==> src/rtl/hazard_control_unit.sv <==
// Hazard detection and stall control beside the ID stage: load-use semi stalls,
// NPU/cache full stalls, a registered stall class, stall statistics and a full-stall watchdog.
module hazard_control_unit #(
    parameter int unsigned REG_ADDR_W = 5,
    parameter int unsigned NUM_NPU_CH = 3,
    parameter int unsigned LOAD_LAT   = 1,
    parameter int unsigned CNT_W      = 16,
    parameter int unsigned TIMEOUT    = 255
) (
    input  logic                  iClk,
    input  logic                  iReset,
    input  logic [REG_ADDR_W-1:0] iIdRegRs,
    input  logic [REG_ADDR_W-1:0] iIdRegRt,
    input  logic [REG_ADDR_W-1:0] iExRegRt,
    input  logic                  iExMemRead,
    input  logic                  iExRetCmd,
    input  logic [NUM_NPU_CH-1:0] iNpuOp,
    input  logic [NUM_NPU_CH-1:0] iNpuBlocked,
    input  logic                  iInstrCacheValid,
    input  logic                  iInstrCacheReady,
    input  logic                  iDataCacheValid,
    input  logic                  iDataCacheReady,
    input  logic                  iClearStats,
    output logic                  oSemiStall,
    output logic                  oFullStall,
    output logic [1:0]            oStallState,
    output logic [CNT_W-1:0]      oSemiCount,
    output logic [CNT_W-1:0]      oNpuCount,
    output logic [CNT_W-1:0]      oCacheCount,
    output logic                  oStallTimeout
);

    localparam int unsigned SB_DEPTH = LOAD_LAT - 1;
    localparam logic [CNT_W-1:0] CNT_MAX    = '1;
    localparam logic [CNT_W-1:0] WD_LIMIT   = CNT_W'(TIMEOUT);
    localparam logic [CNT_W-1:0] WD_LAST    = CNT_W'(TIMEOUT - 1);

    localparam logic [1:0] ST_RUN  = 2'd0;
    localparam logic [1:0] ST_SEMI = 2'd1;
    localparam logic [1:0] ST_FULL = 2'd2;

    logic       exLoad;
    logic       exHit;
    logic       sbHit;
    logic       dataHazard;
    logic       npuHazard;
    logic       cacheHazard;
    logic [1:0] stateQ;
    logic [1:0] stateNext;
    logic [CNT_W-1:0] wdCnt;

    // Register 0 is hardwired, so it never creates a dependency.
    function automatic logic regMatch(input logic [REG_ADDR_W-1:0] src,
                                      input logic [REG_ADDR_W-1:0] dst);
        return (dst != '0) && (src == dst);
    endfunction

    assign exLoad = iExMemRead & ~iExRetCmd;
    assign exHit  = exLoad & (regMatch(iIdRegRs, iExRegRt) | regMatch(iIdRegRt, iExRegRt));

    // Loads that have left EX but whose data is still in flight.
    if (SB_DEPTH > 0) begin : genSb
        logic [SB_DEPTH-1:0]   sbValid;
        logic [REG_ADDR_W-1:0] sbRt [SB_DEPTH];

        always_ff @(posedge iClk) begin
            if (iReset) begin
                sbValid <= '0;
                for (int i = 0; i < int'(SB_DEPTH); i++) begin
                    sbRt[i] <= '0;
                end
            end else if (!oFullStall) begin
                sbValid[0] <= exLoad;
                sbRt[0]    <= iExRegRt;
                for (int i = 1; i < int'(SB_DEPTH); i++) begin
                    sbValid[i] <= sbValid[i-1];
                    sbRt[i]    <= sbRt[i-1];
                end
            end
        end

        always_comb begin
            sbHit = 1'b0;
            for (int i = 0; i < int'(SB_DEPTH); i++) begin
                if (sbValid[i] && (regMatch(iIdRegRs, sbRt[i]) || regMatch(iIdRegRt, sbRt[i]))) begin
                    sbHit = 1'b1;
                end
            end
        end
    end else begin : genNoSb
        assign sbHit = 1'b0;
    end

    assign dataHazard  = exHit | sbHit;
    assign npuHazard   = |(iNpuOp & iNpuBlocked);
    assign cacheHazard = (iInstrCacheValid & ~iInstrCacheReady) |
                         (iDataCacheValid & ~iDataCacheReady);
    assign oFullStall  = npuHazard | cacheHazard;
    assign oSemiStall  = dataHazard & ~oFullStall;

    always_ff @(posedge iClk) begin
        if (iReset) begin
            stateQ <= ST_RUN;
        end else begin
            stateQ <= stateNext;
        end
    end

    always_comb begin
        stateNext = ST_RUN;
        if (oFullStall) begin
            stateNext = ST_FULL;
        end else if (oSemiStall) begin
            stateNext = ST_SEMI;
        end
    end

    assign oStallState = stateQ;

    // Saturating statistics; a clear wins over a same-cycle increment.
    always_ff @(posedge iClk) begin
        if (iReset || iClearStats) begin
            oSemiCount  <= '0;
            oNpuCount   <= '0;
            oCacheCount <= '0;
        end else begin
            if (oSemiStall && (oSemiCount != CNT_MAX)) begin
                oSemiCount <= oSemiCount + CNT_W'(1);
            end
            if (npuHazard && (oNpuCount != CNT_MAX)) begin
                oNpuCount <= oNpuCount + CNT_W'(1);
            end
            if (cacheHazard && (oCacheCount != CNT_MAX)) begin
                oCacheCount <= oCacheCount + CNT_W'(1);
            end
        end
    end

    // Watchdog counts consecutive full stalls; the flag is sticky.
    always_ff @(posedge iClk) begin
        if (iReset || iClearStats) begin
            wdCnt         <= '0;
            oStallTimeout <= 1'b0;
        end else if (!oFullStall) begin
            wdCnt <= '0;
        end else begin
            if (wdCnt != WD_LIMIT) begin
                wdCnt <= wdCnt + CNT_W'(1);
            end
            if (wdCnt >= WD_LAST) begin
                oStallTimeout <= 1'b1;
            end
        end
    end

endmodule

==> config.mk <==
export PLATFORM = sky130hd
export DESIGN_NAME = hazard_control_unit
export DESIGN_NICKNAME = d
export VERILOG_FILES = /design/src/rtl/hazard_control_unit.sv
export SDC_FILE = /design/constraint.sdc
export NUM_CORES = 1
export LEC_CHECK = 0
export ABC_CLOCK_PERIOD_IN_PS = 2050
export CELL_PAD_IN_SITES_DETAIL_PLACEMENT = 0
export CELL_PAD_IN_SITES_GLOBAL_PLACEMENT = 1
export CORE_MARGIN = 2
export CORE_UTILIZATION = 33
export DETAILED_ROUTE_END_ITERATION = 7
export HOLD_SLACK_MARGIN = 0.03
export PLACE_DENSITY_LB_ADDON = 0.1
export REMOVE_ABC_BUFFERS = 1
export SLEW_MARGIN = 20
export SYNTH_ARGS = -nofsm -noshare
export SYNTH_HDL_FRONTEND = slang
export SYNTH_SLANG_ARGS = --single-unit
==> constraint.sdc <==
create_clock -name iClk -period 2.05 [get_ports iClk]
set_input_delay 0.3075 -clock iClk [delete_from_list [all_inputs] [get_ports iClk]]
set_output_delay 0.3075 -clock iClk [all_outputs]
set_load 0.03 [all_outputs]
# After elaboration in Yosys (flattened, before gate mapping)
# Cells that the tools add are included.
# W data, S select, Z words.
word_totals:
  reg_bits: 67
  input_bits: 30
  word_cells: 44
classes:
  n_addsub: 4
  n_lt_le_gt_ge: 1
  n_eq_ne: 6
  muxes: 2
  bitwise_logic: 13
  n_reduce_logical: 11
ops:
  columns: ["operator", "count"]
  rows:
  - ["$add A16 B1 Y16 const B", 4]
  - ["$ne A16 B16 Y1 const B", 3]
  - ["$ge A16 B8 Y1 const B", 1]
  - ["$ne A16 B8 Y1 const B", 1]
  - ["$eq A5 B5 Y1", 2]
  - ["$and A1 B1 Y1", 5]
  - ["$logic_and A1 B1 Y1", 5]
  - ["$reduce_bool A5 Y1", 1]
  - ["$not A1 Y1", 4]
  - ["$reduce_or A2 Y1", 2]
  - ["$and A3 B3 Y3", 1]
  - ["$or A1 B1 Y1", 3]
  - ["$reduce_or A3 Y1", 1]
  - ["$mux W2", 1]
  - ["$reduce_and A2 Y1", 1]
  - ["$logic_or A1 B1 Y1", 1]
  - ["$mux W1", 1]

# Depth between registers and ports, before layout
# Gate-level depths: netlist (run 1).
depth:
  ltp_word: 8
  ltp_mapped: 7
  depth_no_buf: 6

# Least setup slack after synthesis (run 1)
# Ideal clock, no wire load.
synth_timing:
  path_kind: "input to register"
  startpoint: "input port iNpuOp[0]"
  endpoint: "register oSemiCount[1]"
  setup_ns: 0.061
  t_arrival_ns: 2.188
  required_time_ns: 1.989
  path_slack_ns: -0.198
  path_stages: 6
  n_path_buf: 1
  cell_sequence: "a222oi_1 -> and3_1 -> buf_6 -> nand2_4 -> nor2_1 -> a41o_1"
synth_via:
  elab_chain_cells: 6
synth_lines:
  columns: ["item", "line", "text"]
  rows:
  - ["from (decl)", "17", "input logic [NUM_NPU_CH-1:0] iNpuOp,"]
  - ["$and A3 B3 Y3", "95", "assign npuHazard = |(iNpuOp & iNpuBlocked);"]
  - ["$reduce_or A3 Y1", "95", null]
  - ["$or A1 B1 Y1", "98", "assign oFullStall = npuHazard | cacheHazard;"]
  - ["$not A1 Y1 (no source line)", null, null]
  - ["$and A1 B1 Y1", "99", "assign oSemiStall = dataHazard & ~oFullStall;"]
  - ["named net oSemiStall", "24", "output logic oSemiStall,"]
  - ["$logic_and A1 B1 Y1", "127", "if (oSemiStall && (oSemiCount != CNT_MAX)) begin"]
  - ["to (signal assigned)", "128", "oSemiCount <= oSemiCount + CNT_W'(1);"]
  - ["to (decl)", "27", "output logic [CNT_W-1:0] oSemiCount,"]
# The timed path passes the listed nets, and every way through them passes these cells.
# A chain may end at the register's enable or synchronous reset.

# Worst setup path after layout (run 1)
layout_timing:
  startpoint: "input port iNpuOp[2]"
  endpoint: "output port oSemiStall"
layout_via:
  elab_chain_cells: 5
layout_lines:
  columns: ["item", "line"]
  rows:
  - ["$and A3 B3 Y3", "95"]
  - ["$reduce_or A3 Y1", "95"]
  - ["$or A1 B1 Y1", "98"]
  - ["$not A1 Y1 (no source line)", null]
  - ["$and A1 B1 Y1", "99"]
  - ["to (decl)", "24"]
# No other way between the ends.

==> parameters.txt, run 1 <==
Parameter                              Value

Timing
  Relative slew slack ... 65.8%
  RSZ-0062 raised after global routing ... no
  Max Slew Vio Count ... 0
  Accumulated negative setup slack ... 0 ns
  Post-route fraction of the period consumed by the critical path ... 96.7%
  Final clock skew ... 0.0131 ns
  Final number of hold-violating endpoints ... 0
  FMAX ... 505 MHz
  Final setup fails ... 0
  Slew at the pin with the worst max-slew slack ... 0.511 ns
  Time the worst path needs with I/O delays and setup ... 1.98 ns

Die
  Placement row count ... 37
  Count of boundary I/O pins ... 83
  Standard cell core area ... 10,200 um^2
  Overall die area ... 11,200 um^2
  Effective utilization at floorplan ... 33.6%
  Vertical extent of the die ... 106 um
  Die Wd ... 106 um

Setup path
  Source of the worst register-to-register timing path ... oSemiCount[0]
  Reg2Reg Capture Point ... oSemiCount[8]
  CP most frequent cell ... buf_6
  Largest fanout on the critical path ... 2
  Max incr delay on CP ... 0.39 ns
  Cell depth of the worst flop-to-flop path ... 7
  End of the critical path ... oSemiStall
  Slowest CP cell ... clkdlybuf4s50_1
  Endpoint arrival time on the critical path ... 1.67 ns
  Nature of the critical path endpoint ... primary output
  Reg2Reg Setup Slack ... 0.12 ns
  Critical path launch point type ... primary input
  Cell depth of the worst setup path ... 8
  Sum of buffers and inverters on the critical path ... 4
  Sequence of cells on the critical path ... clkdlybuf4s50_1 > a222oi_1 > buf_4 > and3_4 > buf_6 > nand2_8 > nor2_4 > buf_6
  Critical path class ... primary input to primary output
  Crit-path leading delay family ... buffers and inverters
  Critical Path RT ... 1.74 ns
  Start point of the critical path ... iNpuOp[2]

Cells and area
  Number of antenna cells inserted ... 0
  Number of nets in the final layout ... 569
  Layout overhead on the synthesized area ... 45.0%
  Number of fillers in the final layout ... 1,028
  Layout cell share with drive strength beyond 1 ... 13.9%

Synth
  Synthesized-area fraction occupied by and/or/nand/nor cells ... 32.2%
  Share of the synthesized area in the top cell type ... 39.2%
  Number of synthesized flops with an enable pin ... 0
  Adder-cell area share of the yosys netlist ... 1.83%
  Count of synthesis-stage warnings from yosys ... 0
  Most instantiated flip-flop cell in the synthesis netlist ... dfxtp_1
  Multiplexer share of the synthesized area ... 2.05%
  Xor-xnor portion of the synthesized cell area ... 11.8%
  Largest area contributor in the synthesized netlist ... dfxtp_1
  Instance count of the mapped netlist ... 410
  Combinational family with the most area after synthesis ... simple AND/OR/NAND/NOR gates
  Fraction of the mapped netlist area in compound gates ... 10.2%
  Number of distinct standard cells referenced by the synthesized netlist ... 48
  Most area-consuming cells after synthesis ... dfxtp_1 (39%), xnor2_1 (11%), nor2_1 (6.9%)
  Seq/Total Area, Yosys ... 39.2%
  List of most frequent post-synthesis cells ... dfxtp_1 (67), nor2_1 (63), xnor2_1 (42)
  #FFs+latches synth ... 67
  Leading cell type by number of instances after synthesis ... dfxtp_1
  Synthesized area divided by synthesized cell count ... 8.34 um^2
  Fraction of synthesis flops using an asynchronous set or reset pin ... 0%
  Area of the mapped netlist ... 3420 um^2

Drt
  Total wire length ... 8.94 mm
  Detailed Route Iter0 Violations ... 81
  Via-per-instance ratio ... 4.92
  Routed vias ... 3,318
  Drc violations ... 0
  Drt pass-1 iters ... 4
  Number of antenna-violating nets in the routed design ... 0
  Avg WL per Cell ... 13.2 um

Clock tree
  TritonCTS clock tree ... yes
  Hold-fix buffer count after cts ... 0
  Clock latency at the later pin of the worst-skew pair ... 0.34 ns
  Count of H-tree levels built during CTS ... 3
  Clock tree sinks ... 67
  CTS root buf ... clkbuf_8
  Clk slew on worst S/H paths ... 0.07 ns
  Total CTS buffers ... 9
  Clock buffer depth ... 2

Global routing
  Final global-route overflow total ... 0
  Via count of the first global-routing pass ... 3,137
  Overall Global Routing Usage ... 16.4%
  Maximum number of pins on one net before global-route repair ... 25
  Global-route wire length before repair ... 14.9 mm
  Initial antenna violation count ... 0

Power
  Areal power density over the cells ... 566 nW/um^2
  Leakage Power ... 1.67 nW
  Power after layout ... 2.80 mW
  Peak supply drop ... 0.000280 V

Placed design
  Detailed Place HPWL ... 6.57 mm
  Routability congestion estimate from global placement ... 0.815
  Port Buffers ... 82

Run
  Max-cap viol count ... 0

Min path
  Worst Hold Class ... flip-flop to flip-flop

Status
  Run status ... finished clean
==> cell type report <==
type	count	area [um^2]	area share (%)
well taps	136	170	3.43
inverters	8	30.0	0.606
repair buffers	126	1180	23.8
flip-flops and latches	67	1340	27.1
multi-input cells	322	2020	40.7
clock inverters	4	73.8	1.49
clock buffers	12	145	2.93
==> worst min-delay path by stage <==
stage	slack (ns)	endpoint	cells after the start	startpoint
floorplan	0.38	oStallState[1]	1	iReset
global placement	0.48	wdCnt[6]	1	wdCnt[6]
detailed placement	0.48	wdCnt[6]	1	wdCnt[6]
CTS	0.50	wdCnt[6]	1	wdCnt[6]
global route	0.54	wdCnt[6]	1	wdCnt[6]
finish	0.50	wdCnt[6]	1	wdCnt[6]
==> cells by family after synthesis <==
family          after synthesis
buf+inv                      21
compound gates               54
xor+xnor                     46
simple gates                210
mux                           7
flops                        67
fa+ha+maj                     5
==> metal layers <==
layer	GRT usage, %	wire (um)	part of all wire, %	vias to the layer above
li1	-	-	-	1719
met2	25.8	3950	44	49
met4	5.45	116	1.3	0
met5	0	0	0	-
met3	3.53	325	3.6	9
met1	22.2	4540	51	1541
==> power by group <==
part           internal [mW]  switching [mW]
sequential              1.31         0.00671
combinational          0.136           0.126
clock                  0.720           0.507
==> worst reg2reg max path: stages (launching register included) <==
cell and delay, ns:
dfxtp_1 0.34, ha_1 0.17, nand3_1 0.11, or4_1 0.56, and3_2 0.26, buf_4 0.14, a31oi_1 0.20, a41o_1 0.12
==> repair_timing <==
| item | in CTS | in global routing |
|---|---|---|
| pin swaps | 3 | 5 |
| setup endpoints to repair | 2 | 2 |
| cloned | 0 | 0 |
| buffers inserted | 2 | 2 |
| gates resized for setup | 14 | 2 |
==> through the flow <==
stage	hold WS, ns	util (%)	cells	setup slack (ns)	instance area (um^2)
6_report	0.497	48.7	675	0.0682	4960
3_3_place_gp	0.476	45.7	655	-0.327	4660
3_5_place_dp	0.484	45.7	655	-0.303	4660
5_1_grt	0.539	48.7	675	0.00386	4960
2_1_floorplan	0.380	-	397	-0.463	3360
4_1_cts	0.499	48.3	673	0.00609	4920
==> cell usage in the layout (no fill, tap or decap), types with 3 or more instances in the layout <==
cell type | Yosys | routed
buf_4 | 1 | 41
o21ai_0 | 8 | 8
or3_1 | 10 | 10
a211oi_1 | 6 | 6
and4_1 | 6 | 6
nor4b_1 | 3 | 3
mux2i_1 | 7 | 7
inv_1 | 8 | 8
nand4_1 | 16 | 16
a31oi_1 | 3 | 3
or4_1 | 8 | 8
dfxtp_1 | 67 | 67
xor2_1 | 4 | 4
ha_1 | 5 | 5
o211ai_1 | 5 | 5
a21oi_1 | 18 | 18
and3_1 | 4 | 3
dlygate4sd2_1 | 0 | 4
nand2_1 | 30 | 30
nand3_1 | 25 | 25
nor3b_1 | 5 | 5
nor4_1 | 4 | 4
nor3_1 | 18 | 18
xnor2_1 | 42 | 42
or2_2 | 3 | 3
o31ai_1 | 4 | 4
clkdlybuf4s50_1 | 0 | 75
nor2_1 | 63 | 62
or2b_2 | 3 | 3
clkbuf_8 | 0 | 10
==> flip-flops by register name, summed over array words and instances, names as in the netlist <==
name and flops:
oCacheCount 16, oNpuCount 16, oSemiCount 16, wdCnt 16, oStallState 2, oStallTimeout 1
No activity file was read; power rests on OpenSTA's default activity.
==> run 2, diff against run 1 <==
Settings changed: CORE_ASPECT_RATIO set to 1.5.
==> run 2 against run 1 <==
  * Die area is 0.15% higher
  * Routed wire length is 2.8% higher
  * Setup slack better by 0.021 ns
  * Non-clock buffer count is 1 higher
  * Clock skew is 0.0072 ns lower
  * Hold slack worse by 0.020 ns
  * Critical path depth is 2 lower
  * Sequential share of layout area is 0.48 points lower
  * Sequential cell count stayed put
  * Maximum frequency is 1.1% higher
  * Clock power is 11% higher
  * First-iteration DRC count is 54% higher
  * Largest cell class unchanged
==> parameters.txt, run 2 (same netlist as run 1, synthesis figures left out) <==
Parameter                              Value

Setup path
  Start point of the critical path ... iExRegRt[4]
  Largest fanout on the critical path ... 4
  Source of the worst register-to-register timing path ... oSemiCount[0]
  Nature of the critical path endpoint ... primary output
  Critical path launch point type ... primary input
  Critical Path RT ... 1.74 ns
  Critical path class ... primary input to primary output
  Endpoint arrival time on the critical path ... 1.65 ns

Status
  Run status ... finished clean

Die
  Standard cell core area ... 10,100 um^2
  Placement row count ... 45
  Overall die area ... 11,200 um^2
  Count of boundary I/O pins ... 83
  Effective utilization at floorplan ... 33.7%
  Die Wd ... 87.1 um
  Vertical extent of the die ... 129 um

Clock tree
  Total CTS buffers ... 9
  Count of H-tree levels built during CTS ... 3
  Clk slew on worst S/H paths ... 0.05 ns
  Clock latency at the later pin of the worst-skew pair ... 0.33 ns
  TritonCTS clock tree ... yes
  CTS root buf ... clkbuf_16
  Clock buffer depth ... 2
  Clock tree sinks ... 67

Run
  Max-cap viol count ... 0

Placed design
  Routability congestion estimate from global placement ... 0.803
  Area after detailed placement ... 4640 um^2
  Port Buffers ... 82
  Detailed Place HPWL ... 6.77 mm

Timing
  Max Slew Vio Count ... 0
  Final clock skew ... 0.00590 ns
  Relative slew slack ... 68.7%
  Final setup fails ... 0
  Time the worst path needs with I/O delays and setup ... 1.96 ns
  RSZ-0062 raised after global routing ... no
  FMAX ... 510 MHz
  Post-route fraction of the period consumed by the critical path ... 95.7%
  Slew at the pin with the worst max-slew slack ... 0.468 ns
  Final number of hold-violating endpoints ... 0

Power
  Share of power burned in combinational logic ... 9.1%
  Proportion of power drawn by flip-flops and latches ... 44.5%
  Internal power ... 2.29 mW
  Leakage Power ... 1.73 nW
  Power after layout ... 2.96 mW
  Fraction of power consumed by the clock network ... 46.4%
  Peak supply drop ... 0.000412 V
  Areal power density over the cells ... 587 nW/um^2
  Switching power of the nets ... 671 uW
  Share of total power consumed by net switching ... 22.7%

Drt
  Number of antenna-violating nets in the routed design ... 0
  Routed vias ... 3,394
  Detailed Route Iter0 Violations ... 125
  Drc violations ... 0
  Total wire length ... 9.19 mm
  Avg WL per Cell ... 14.0 um
  Drt pass-1 iters ... 4
  Via-per-instance ratio ... 5.17

Global routing
  Initial antenna violation count ... 0
  Final global-route overflow total ... 0
  Maximum number of pins on one net before global-route repair ... 22
  Global-route wire length before repair ... 15.2 mm
  Overall Global Routing Usage ... 17.0%
  Via count of the first global-routing pass ... 3,323

Cells and area
  Number of antenna cells inserted ... 0
  Layout cell share with drive strength beyond 1 ... 15.6%
  Layout overhead on the synthesized area ... 47.6%
  Commonest cells after routing, fill and taps aside ... clkdlybuf4s50_1 (73), dfxtp_1 (67), nor2_1 (62)
  Final Instance Area ... 5040 um^2
  Number of nets in the final layout ... 570
  Commonest non-fill, non-tap cell in the layout ... clkdlybuf4s50_1

Min path
  Worst Hold Class ... flip-flop to flip-flop
  Worst Min Path Start ... oStallTimeout
==> run 2: cell types whose count changed in the layout (fill, tap and decap cells not counted), sizes merged <==
cell,delta
dlymetal6s2s,+3
buf,+2
bufinv,-2
clkdlybuf4s50,-2
clkdlybuf4s15,-1
clkinv,+1
dlygate4sd2,-1
==> run 2: worst max-delay path: stages <==
cell             delay [ns]
clkdlybuf4s50_1        0.54
xnor2_1                0.13
nand3_1                0.13
o22a_4                 0.28
nor2_4                 0.13
buf_6                  0.14
==> run 2: final timing paths <==
check                   to  slack, ns  cells after the start
min          oStallTimeout       0.48                      2
min reg2reg  oStallTimeout       0.48                      2
max             oSemiStall       0.09                      6
max reg2reg  oSemiCount[2]       0.10                      7
==> run 2: stage by stage <==
stage / setup TNS (ns) / util (%) / hold WS, ns / setup slack (ns) / instances
final: 0 / 49.8 / 0.477 / 0.0890 / 656
after global placement: -3.11 / 45.8 / 0.464 / -0.242 / 634
after floorplan: -8.85 / - / 0.380 / -0.463 / 397
after global routing: 0 / 49.8 / 0.523 / 0.00573 / 656
after CTS: 0 / 48.9 / 0.483 / 0.000640 / 653
after detailed placement: -4.28 / 45.8 / 0.463 / -0.267 / 634
==> run 2: power by group through the flow <==
stage	Combinational (mW)	Clock (mW)	Sequential [mW]
4_1_cts	0.262	1.43	1.32
3_5_place_dp	0.247	0	1.35
2_1_floorplan	0.0932	0	1.35
3_3_place_gp	0.246	0	1.35
6_report	0.269	1.37	1.32
5_1_grt	0.292	1.48	1.32
==> run 2: timing repair <==
action                     in CTS  in global routing
hold buffers                    0                  0
gates cloned                    0                  0
resized for setup              16                 14
setup endpoints to repair       2                 15
pin swaps                       3                  7
buffers inserted                4                  3
==> run 2: cell type report <==
| cell class | count | area [um^2] |
|---|---|---|
| Multi-Input combinational cell | 322 | 2060 |
| Inverter | 8 | 30.0 |
| Sequential cell | 67 | 1340 |
| Clock inverter | 3 | 15.0 |
| Clock buffer | 12 | 246 |
| Tap cell | 117 | 146 |
| Fill cell | 1011 | 5090 |
| Timing Repair Buffer | 127 | 1210 |
==> run 2: metal layers <==
| metal | wire [um] | up-vias | track usage [%] |
|---|---|---|---|
| li1 | - | 1724 | - |
| met1 | 3780 | 1588 | 19.0 |
| met2 | 4860 | 72 | 30.6 |
| met3 | 405 | 10 | 3.72 |
| met4 | 147 | 0 | 7.06 |
| met5 | 0 | - | 0 |
==> run 3, diff against run 2 <==
Settings changed: GPL_ROUTABILITY_DRIVEN set to 0.
==> results of run 3 <==
The final DEF is identical to that of run 2; final timing and power are the same.
